===== src/rtl/mio_bus_ctrl_pkg.sv =====
// Shared definitions for the memory/IO bus controller: FSM encodings,
// IO window default, error fill pattern and ctrl datapath field positions.
package ctrl_pkg;

  typedef enum logic [1:0] {
    IDLE     = 2'd0,
    RAM_WAIT = 2'd1,
    IO_WAIT  = 2'd2,
    DONE     = 2'd3
  } bus_state_e;

  localparam logic [3:0]  IO_BASE_DEF = 4'hF;
  localparam logic [31:0] ERR_FILL    = 32'hDEAD_BEEF;

  // Bit positions of MemRead/MemWrite inside the ctrl Datapath_signals vector.
  localparam int unsigned DS_MEMREAD_POS  = 12;
  localparam int unsigned DS_MEMWRITE_POS = 13;

  function automatic logic is_io(input logic [3:0] region, input logic [3:0] base);
    return region == base;
  endfunction

endpackage


===== src/rtl/mio_bus_ctrl_if.sv =====
// CPU-side request/response plus RAM and IO device signals of the bus controller.
interface mio_bus_ctrl_if #(parameter int unsigned ADDR_W = 10);
  logic              mem_read;
  logic              mem_write;
  logic              cpu_mio;
  logic [31:0]       addr;
  logic [31:0]       cpu_wdata;
  logic [31:0]       cpu_rdata;
  logic              mio_ready;
  logic              bus_err;
  logic              ram_en;
  logic              ram_we;
  logic [ADDR_W-1:0] ram_addr;
  logic [31:0]       ram_wdata;
  logic [31:0]       ram_dout;
  logic              io_rd;
  logic              io_we;
  logic [27:0]       io_addr;
  logic [31:0]       io_wdata;
  logic [31:0]       io_rdata;
  logic              io_ready;

  modport master (
    output mem_read, mem_write, cpu_mio, addr, cpu_wdata, ram_dout, io_rdata, io_ready,
    input  cpu_rdata, mio_ready, bus_err, ram_en, ram_we, ram_addr, ram_wdata,
           io_rd, io_we, io_addr, io_wdata
  );

  modport slave (
    input  mem_read, mem_write, cpu_mio, addr, cpu_wdata, ram_dout, io_rdata, io_ready,
    output cpu_rdata, mio_ready, bus_err, ram_en, ram_we, ram_addr, ram_wdata,
           io_rd, io_we, io_addr, io_wdata
  );
endinterface


===== src/rtl/mio_bus_ctrl_wait_cnt.sv =====
// Loadable up-counter with terminal-count compare; clear restarts from zero.
module mio_wait_cnt #(
  parameter int unsigned W = 8
) (
  input  logic         clk,
  input  logic         rst_n,
  input  logic         clr_i,
  input  logic         en_i,
  input  logic [W-1:0] tc_val_i,
  output logic         tc_o
);

  logic [W-1:0] cnt_q, cnt_d;

  always_comb begin
    cnt_d = cnt_q;
    if (clr_i)     cnt_d = '0;
    else if (en_i) cnt_d = cnt_q + 1'b1;
  end

  always_ff @(posedge clk or negedge rst_n) begin
    if (!rst_n) cnt_q <= '0;
    else        cnt_q <= cnt_d;
  end

  assign tc_o = (cnt_q == tc_val_i);

endmodule


===== src/rtl/mio_bus_ctrl.sv =====
// Memory/IO bus controller: decodes ctrl accesses to RAM or the IO window,
// inserts RAM wait states, times out silent peripherals, returns load data.
module mio_bus_ctrl
  import ctrl_pkg::*;
#(
  parameter int unsigned ADDR_W     = 10,
  parameter int unsigned RAM_LAT    = 2,
  parameter int unsigned IO_TIMEOUT = 15,
  parameter logic [3:0]  IO_BASE    = IO_BASE_DEF
) (
  input  logic           clk,
  input  logic           reset,
  mio_bus_ctrl_if.slave  bus
);

  bus_state_e  state_q, state_d;
  logic [27:0] addr_q, addr_d;
  logic [31:0] wdata_q, wdata_d;
  logic [31:0] rdata_q, rdata_d;
  logic        is_wr_q, is_wr_d;
  logic        err_q, err_d;
  logic        ram_en_q, ram_en_d;
  logic        ram_we_q, ram_we_d;
  logic        io_rd_q, io_rd_d;
  logic        io_we_q, io_we_d;
  logic        ram_clr, io_clr;
  logic        ram_tc, io_tc;
  logic        req;

  // cpu_mio only qualifies the access; acceptance depends on MemRead/MemWrite.
  logic unused_cpu_mio;
  assign unused_cpu_mio = bus.cpu_mio;

  assign req = bus.mem_read | bus.mem_write;

  mio_wait_cnt #(.W(3)) u_ram_cnt (
    .clk      (clk),
    .rst_n    (reset),
    .clr_i    (ram_clr),
    .en_i     (state_q == RAM_WAIT),
    .tc_val_i (3'(RAM_LAT - 1)),
    .tc_o     (ram_tc)
  );

  mio_wait_cnt #(.W(8)) u_io_cnt (
    .clk      (clk),
    .rst_n    (reset),
    .clr_i    (io_clr),
    .en_i     (state_q == IO_WAIT),
    .tc_val_i (8'(IO_TIMEOUT - 1)),
    .tc_o     (io_tc)
  );

  always_comb begin
    state_d  = state_q;
    addr_d   = addr_q;
    wdata_d  = wdata_q;
    rdata_d  = rdata_q;
    is_wr_d  = is_wr_q;
    err_d    = err_q;
    ram_en_d = 1'b0;
    ram_we_d = 1'b0;
    io_rd_d  = io_rd_q;
    io_we_d  = io_we_q;
    ram_clr  = 1'b0;
    io_clr   = 1'b0;

    unique case (state_q)
      IDLE: begin
        if (bus.mem_read && bus.mem_write) begin
          // Conflicting request: flag it and still complete so ctrl moves on.
          err_d   = 1'b1;
          state_d = DONE;
        end else if (req) begin
          addr_d  = bus.addr[27:0];
          wdata_d = bus.cpu_wdata;
          is_wr_d = bus.mem_write;
          if (is_io(bus.addr[31:28], IO_BASE)) begin
            io_rd_d = bus.mem_read;
            io_we_d = bus.mem_write;
            io_clr  = 1'b1;
            state_d = IO_WAIT;
          end else begin
            ram_en_d = 1'b1;
            ram_we_d = bus.mem_write;
            ram_clr  = 1'b1;
            state_d  = RAM_WAIT;
          end
        end
      end
      RAM_WAIT: begin
        if (ram_tc) begin
          if (!is_wr_q) rdata_d = bus.ram_dout;
          state_d = DONE;
        end
      end
      IO_WAIT: begin
        if (bus.io_ready) begin
          if (!is_wr_q) rdata_d = bus.io_rdata;
          io_rd_d = 1'b0;
          io_we_d = 1'b0;
          state_d = DONE;
        end else if (io_tc) begin
          // Error fill goes to loads only; stores never disturb cpu_rdata.
          if (!is_wr_q) rdata_d = ERR_FILL;
          io_rd_d = 1'b0;
          io_we_d = 1'b0;
          err_d   = 1'b1;
          state_d = DONE;
        end
      end
      DONE:    state_d = IDLE;
      default: state_d = IDLE;
    endcase
  end

  always_ff @(posedge clk or negedge reset) begin
    if (!reset) begin
      state_q  <= IDLE;
      addr_q   <= '0;
      wdata_q  <= '0;
      rdata_q  <= '0;
      is_wr_q  <= 1'b0;
      err_q    <= 1'b0;
      ram_en_q <= 1'b0;
      ram_we_q <= 1'b0;
      io_rd_q  <= 1'b0;
      io_we_q  <= 1'b0;
    end else begin
      state_q  <= state_d;
      addr_q   <= addr_d;
      wdata_q  <= wdata_d;
      rdata_q  <= rdata_d;
      is_wr_q  <= is_wr_d;
      err_q    <= err_d;
      ram_en_q <= ram_en_d;
      ram_we_q <= ram_we_d;
      io_rd_q  <= io_rd_d;
      io_we_q  <= io_we_d;
    end
  end

  assign bus.cpu_rdata = rdata_q;
  assign bus.mio_ready = (state_q == DONE);
  assign bus.bus_err   = err_q;
  assign bus.ram_en    = ram_en_q;
  assign bus.ram_we    = ram_we_q;
  assign bus.ram_addr  = addr_q[ADDR_W+1:2];
  assign bus.ram_wdata = wdata_q;
  assign bus.io_rd     = io_rd_q;
  assign bus.io_we     = io_we_q;
  assign bus.io_addr   = addr_q;
  assign bus.io_wdata  = wdata_q;

endmodule


===== src/flat_wrapper.sv =====
// flat-port wrapper written by rule: the top's interface ports become plain ports
module mio_bus_ctrl_flat import ctrl_pkg::*;
#(
  parameter int unsigned ADDR_W     = 10,
  parameter int unsigned RAM_LAT    = 2,
  parameter int unsigned IO_TIMEOUT = 15,
  parameter logic [3:0]  IO_BASE    = IO_BASE_DEF
)
  (clk, reset, bus_mem_read, bus_mem_write, bus_cpu_mio, bus_addr, bus_cpu_wdata, bus_ram_dout, bus_io_rdata, bus_io_ready, bus_cpu_rdata, bus_mio_ready, bus_bus_err, bus_ram_en, bus_ram_we, bus_ram_addr, bus_ram_wdata, bus_io_rd, bus_io_we, bus_io_addr, bus_io_wdata);
  mio_bus_ctrl_if #(.ADDR_W(ADDR_W)) bus_i ();
  input  logic clk;
  input  logic reset;
  input wire logic [$bits(bus_i.mem_read)-1:0] bus_mem_read;
  input wire logic [$bits(bus_i.mem_write)-1:0] bus_mem_write;
  input wire logic [$bits(bus_i.cpu_mio)-1:0] bus_cpu_mio;
  input wire logic [$bits(bus_i.addr)-1:0] bus_addr;
  input wire logic [$bits(bus_i.cpu_wdata)-1:0] bus_cpu_wdata;
  input wire logic [$bits(bus_i.ram_dout)-1:0] bus_ram_dout;
  input wire logic [$bits(bus_i.io_rdata)-1:0] bus_io_rdata;
  input wire logic [$bits(bus_i.io_ready)-1:0] bus_io_ready;
  output wire logic [$bits(bus_i.cpu_rdata)-1:0] bus_cpu_rdata;
  output wire logic [$bits(bus_i.mio_ready)-1:0] bus_mio_ready;
  output wire logic [$bits(bus_i.bus_err)-1:0] bus_bus_err;
  output wire logic [$bits(bus_i.ram_en)-1:0] bus_ram_en;
  output wire logic [$bits(bus_i.ram_we)-1:0] bus_ram_we;
  output wire logic [$bits(bus_i.ram_addr)-1:0] bus_ram_addr;
  output wire logic [$bits(bus_i.ram_wdata)-1:0] bus_ram_wdata;
  output wire logic [$bits(bus_i.io_rd)-1:0] bus_io_rd;
  output wire logic [$bits(bus_i.io_we)-1:0] bus_io_we;
  output wire logic [$bits(bus_i.io_addr)-1:0] bus_io_addr;
  output wire logic [$bits(bus_i.io_wdata)-1:0] bus_io_wdata;
  assign bus_i.mem_read = bus_mem_read;
  assign bus_i.mem_write = bus_mem_write;
  assign bus_i.cpu_mio = bus_cpu_mio;
  assign bus_i.addr = bus_addr;
  assign bus_i.cpu_wdata = bus_cpu_wdata;
  assign bus_i.ram_dout = bus_ram_dout;
  assign bus_i.io_rdata = bus_io_rdata;
  assign bus_i.io_ready = bus_io_ready;
  assign bus_cpu_rdata = bus_i.cpu_rdata;
  assign bus_mio_ready = bus_i.mio_ready;
  assign bus_bus_err = bus_i.bus_err;
  assign bus_ram_en = bus_i.ram_en;
  assign bus_ram_we = bus_i.ram_we;
  assign bus_ram_addr = bus_i.ram_addr;
  assign bus_ram_wdata = bus_i.ram_wdata;
  assign bus_io_rd = bus_i.io_rd;
  assign bus_io_we = bus_i.io_we;
  assign bus_io_addr = bus_i.io_addr;
  assign bus_io_wdata = bus_i.io_wdata;
  mio_bus_ctrl #(.ADDR_W(ADDR_W), .RAM_LAT(RAM_LAT), .IO_TIMEOUT(IO_TIMEOUT), .IO_BASE(IO_BASE)) u_core (.clk(clk), .reset(reset), .bus(bus_i));
endmodule

===== config.mk =====
export PLATFORM = sky130hd
export DESIGN_NAME = mio_bus_ctrl_flat
export DESIGN_NICKNAME = d
export VERILOG_FILES = /design/src/rtl/mio_bus_ctrl_pkg.sv /design/src/rtl/mio_bus_ctrl_if.sv /design/src/rtl/mio_bus_ctrl_wait_cnt.sv /design/src/rtl/mio_bus_ctrl.sv /design/src/flat_wrapper.sv
export SDC_FILE = /design/constraint.sdc
export NUM_CORES = 1
export LEC_CHECK = 0
export CAP_MARGIN = 20
export CORE_MARGIN = 2
export CORE_UTILIZATION = 39
export CTS_CLUSTER_SIZE = 28
export DETAILED_ROUTE_END_ITERATION = 10
export PLACE_DENSITY = 0.8
export SLEW_MARGIN = 20
export SYNTH_ARGS = -nofsm -noshare
export SYNTH_HDL_FRONTEND = slang
export SYNTH_SLANG_ARGS = --single-unit

===== constraint.sdc =====
create_clock -name clk -period 2.1 [get_ports clk]
set_input_delay 0.315 -clock clk [delete_from_list [all_inputs] [get_ports clk]]
set_output_delay 0.315 -clock clk [all_outputs]
set_load 0.02 [all_outputs]

==> results of run 1 <==
cell usage in the layout (no fill, tap or decap), types with 2 or more instances in the layout:
cell type and instances:
a21oi_1 4, a211oi_1 2, o22ai_1 23, nand4_1 3
nor2_1 16, clkdlybuf4s50_1 271, o2bb2ai_1 2, buf_12 4
xor2_1 5, nand2_1 12, xnor2_1 4, ha_1 7
mux2_2 65, dfrtp_1 111, inv_1 39, clkbuf_8 3
nand3_1 2, clkbuf_1 2, o21ai_0 11, mux2i_1 25
mux2_4 7, buf_4 8, and3_1 2, clkbuf_16 9
power by group through the flow:
| stage | clock [mW] | combinational [mW] | sequential [mW] |
|---|---|---|---|
| 6_report | 1.78 | 7.58 | 4.00 |
| 5_1_grt | 1.90 | 8.03 | 4.14 |
| 4_1_cts | 1.82 | 7.67 | 4.00 |
| 3_5_place_dp | 0 | 7.64 | 4.02 |
| 3_3_place_gp | 0 | 7.48 | 3.94 |
| 2_1_floorplan | 0 | 3.41 | 5.04 |
state kept, by name, summed over array words and instances, names as in the netlist:
name	flops
u_core.bus.cpu_rdata	32
u_core.bus.io_wdata	32
u_core.bus.io_addr	28
u_core.u_io_cnt.cnt_q	8
u_core.u_ram_cnt.cnt_q	3
u_core.state_q	2
u_core.bus.bus_err	1
u_core.bus.io_rd	1
u_core.bus.io_we	1
u_core.bus.ram_en	1
u_core.bus.ram_we	1
u_core.is_wr_q	1
worst max-delay path by stage:
stage                        startpoint                  endpoint  cells after the start
6_report       u_core.u_io_cnt.cnt_q[0]  u_core.bus.cpu_rdata[24]                      7
3_3_place_gp               bus_io_ready  u_core.bus.cpu_rdata[24]                      6
5_1_grt        u_core.u_io_cnt.cnt_q[0]  u_core.bus.cpu_rdata[14]                      7
4_1_cts        u_core.u_io_cnt.cnt_q[0]  u_core.bus.cpu_rdata[24]                      7
2_1_floorplan  u_core.u_io_cnt.cnt_q[0]  u_core.bus.cpu_rdata[14]                      7
3_5_place_dp   u_core.u_io_cnt.cnt_q[0]  u_core.bus.cpu_rdata[29]                      7
area by class of cell:
type,count,area [um^2]
clock buffer,14,274
clock inverter,2,37.5
fill,1003,4580
inverter,39,146
multi-input combinational,205,1790
sequential,111,2780
tap,172,215
timing repair buffer,283,2850
stage by stage:
stage | setup slack (ps) | hold slack [ps]
after global routing | 1.91 | 82.2
after detailed placement | 109 | 448
final | 88.4 | 37.1
after CTS | 48.9 | 67.4
after floorplan | 341 | 19.4
after global placement | 141 | 442
layer usage:
layer  global-route usage [%]  vias to the layer above  share of wire [%]
met5                        0                        -                  0
met4                     7.76                        0                2.0
met3                     5.79                       17                7.1
met2                     36.4                      171                 53
met1                     21.9                     1897                 38
li1                         -                     1838                  -
cell families after synthesis:
kind of cell             share of synthesized area [%]
adder cells (fa/ha/maj)                           1.96
flip-flops                                        54.5
XOR/XNOR                                          1.55
buffers and inverters                             10.7
multiplexers                                      21.3
AND/OR/NAND/NOR                                   4.07
AO/OA/AOI/OAI                                     5.87
worst register-to-register path: cells and delay by family (launching register included):
| family | cells | cell delay, ps |
|---|---|---|
| buffers and inverters | 2 | 340 |
| and+or+nand+nor | 2 | 350 |
| muxes | 1 | 320 |
| AOI/OAI and AO/OA | 1 | 320 |
| DFF | 1 | 420 |
| adders and majority gates | 1 | 150 |
repair_timing:
| action | 4_1_cts | 5_1_grt |
|---|---|---|
| resized for setup | 0 | 2 |
| hold buffers | 0 | 0 |
| setup endpoints to repair | 0 | 7 |
==> results.json, run 1 <==
{
  "portBuffers": 272,
  "final_area_mm2": 0.00809,
  "path_class": "reg2reg",
  "yosysMostFrequentCell": "dfrtp_1",
  "fin_nets": 791,
  "ys_top_cells_by_area": "dfrtp_1, mux2_2, buf_4",
  "p_sw_share_pct": 38.7,
  "drive_gt1_share_pct": 15.7,
  "synthesis.area_mm2": 0.00510,
  "tritoncts": "built",
  "fin_crit_sh_pct": 95.8,
  "path_clk_slew_ps": 70,
  "power_mw": 13.4,
  "syn_avg_cell_area_um2": 12.3,
  "synth_cell_types": 36,
  "cts_made_buffers": 9,
  "dr.pass1.iters": 6,
  "grt_setup_unrepaired": "false",
  "ctsLongestPathBuffers": 2,
  "wl_mm": 14.0,
  "floorplan.rows": 41,
  "synth_nets": 557,
  "ys_seq_elements": 111,
  "skew_ps": 7.25,
  "relSlewSlack_pct": 60.1,
  "p_seq_share_pct": 30.0,
  "leakagePower_nw": 3.59,
  "p_per_area_mw_per_mm2": 1650,
  "worst_path_dominant_cell_family": "flip-flops",
  "antenna_found_initial": 0,
  "slowest_delay_ps": 420,
  "synth_edf_count": 0,
  "synth_top_area_share_pct": 54.5,
  "insertion_delay_ps": 350,
  "cts_setup_buffers": 0,
  "final_cells": 826,
  "switching_power_mw": 5.17,
  "synth_commonest_cells": "dfrtp_1, mux2_2, buf_4, inv_1, mux2i_1",
  "post-route-min-period_ps": 2010,
  "ys.flop_type": "dfrtp_1",
  "critPathBufInv": 2,
  "placed_cells": 810,
  "die_w_um": 118,
  "start_util_pct": 40.2,
  "max-cap-violations": 0,
  "r2r_setup_slack_ps": 90,
  "async_flop_share_pct": 100,
  "r2r_cells": 7,
  "status": "finished, final reports clean",
  "crit_fanout": 11,
  "worstMarginPinSlew_ps": 591,
  "via_count": 3923,
  "viasPerCell": 4.75,
  "worstSetupEndpointType": "register",
  "detail_route.wl_per_cell_um": 16.9,
  "die_area_mm2": 0.0140,
  "postRouteAntennaNets": 0,
  "cts.sinks": 111,
  "grt_use_total_pct": 20.0,
  "cp_data_arrival_time_ps": 2240,
  "worst_hold_path_type": "in2async",
  "slowest_stage": "dfrtp_1",
  "final_util_pct": 63.9,
  "hold_viol": 0,
  "ioPinCount": 274,
  "drcViolationCount": 0,
  "comb_power_share_pct": 56.7,
  "required_ps": 2330,
  "ir_drop_mv": 0.693,
  "synth_area_leader_cell": "dfrtp_1",
  "intPower_mw": 8.19,
  "grt_pass1_vias": 4115,
  "yosysSeqAreaShare_pct": 54.5,
  "clockPowerShare_pct": 13.3,
  "max_clock_freq_mhz": 497,
  "syn_inst": 415,
  "clockRootBuffer": "clkbuf_16",
  "grt_max_degree": 112,
  "antennaDiodeCount": 0,
  "r2r-start": "u_core.u_io_cnt.cnt_q[0]",
  "dpl-instance-area_mm2": 0.00777,
  "area_growth_syn_to_layout_pct": 58.7,
  "path_cells": "inv_1 -> ha_1 -> nand4b_1 -> o41ai_4 -> nand3_2 -> buf_4 -> mux2_4",
  "grt_overflow": 0,
  "ys_warn_count": 0,
  "core_area_mm2": 0.0127,
  "finalSetupTns_ps": 0,
  "grt_pass1_wl_mm": 21.8,
  "timing.rr.end": "u_core.bus.cpu_rdata[24]",
  "setup_viol": 0,
  "gp_congestion": 0.790,
  "htree_levels": 3,
  "finalMaxSlewViolations": 0,
  "drt-initial-drc-count": 164,
  "startpoint_type": "register",
  "die_y_um": 118,
  "dp_hpwl_mm": 10.8
}
No activity file was read; power rests on OpenSTA's default activity.
==> run 2, diff against run 1 <==
ABC_CLOCK_PERIOD_IN_PS = 2100   (was not set)
==> results of run 2 <==
The final DEF is identical to that of run 1; final timing and power are the same.
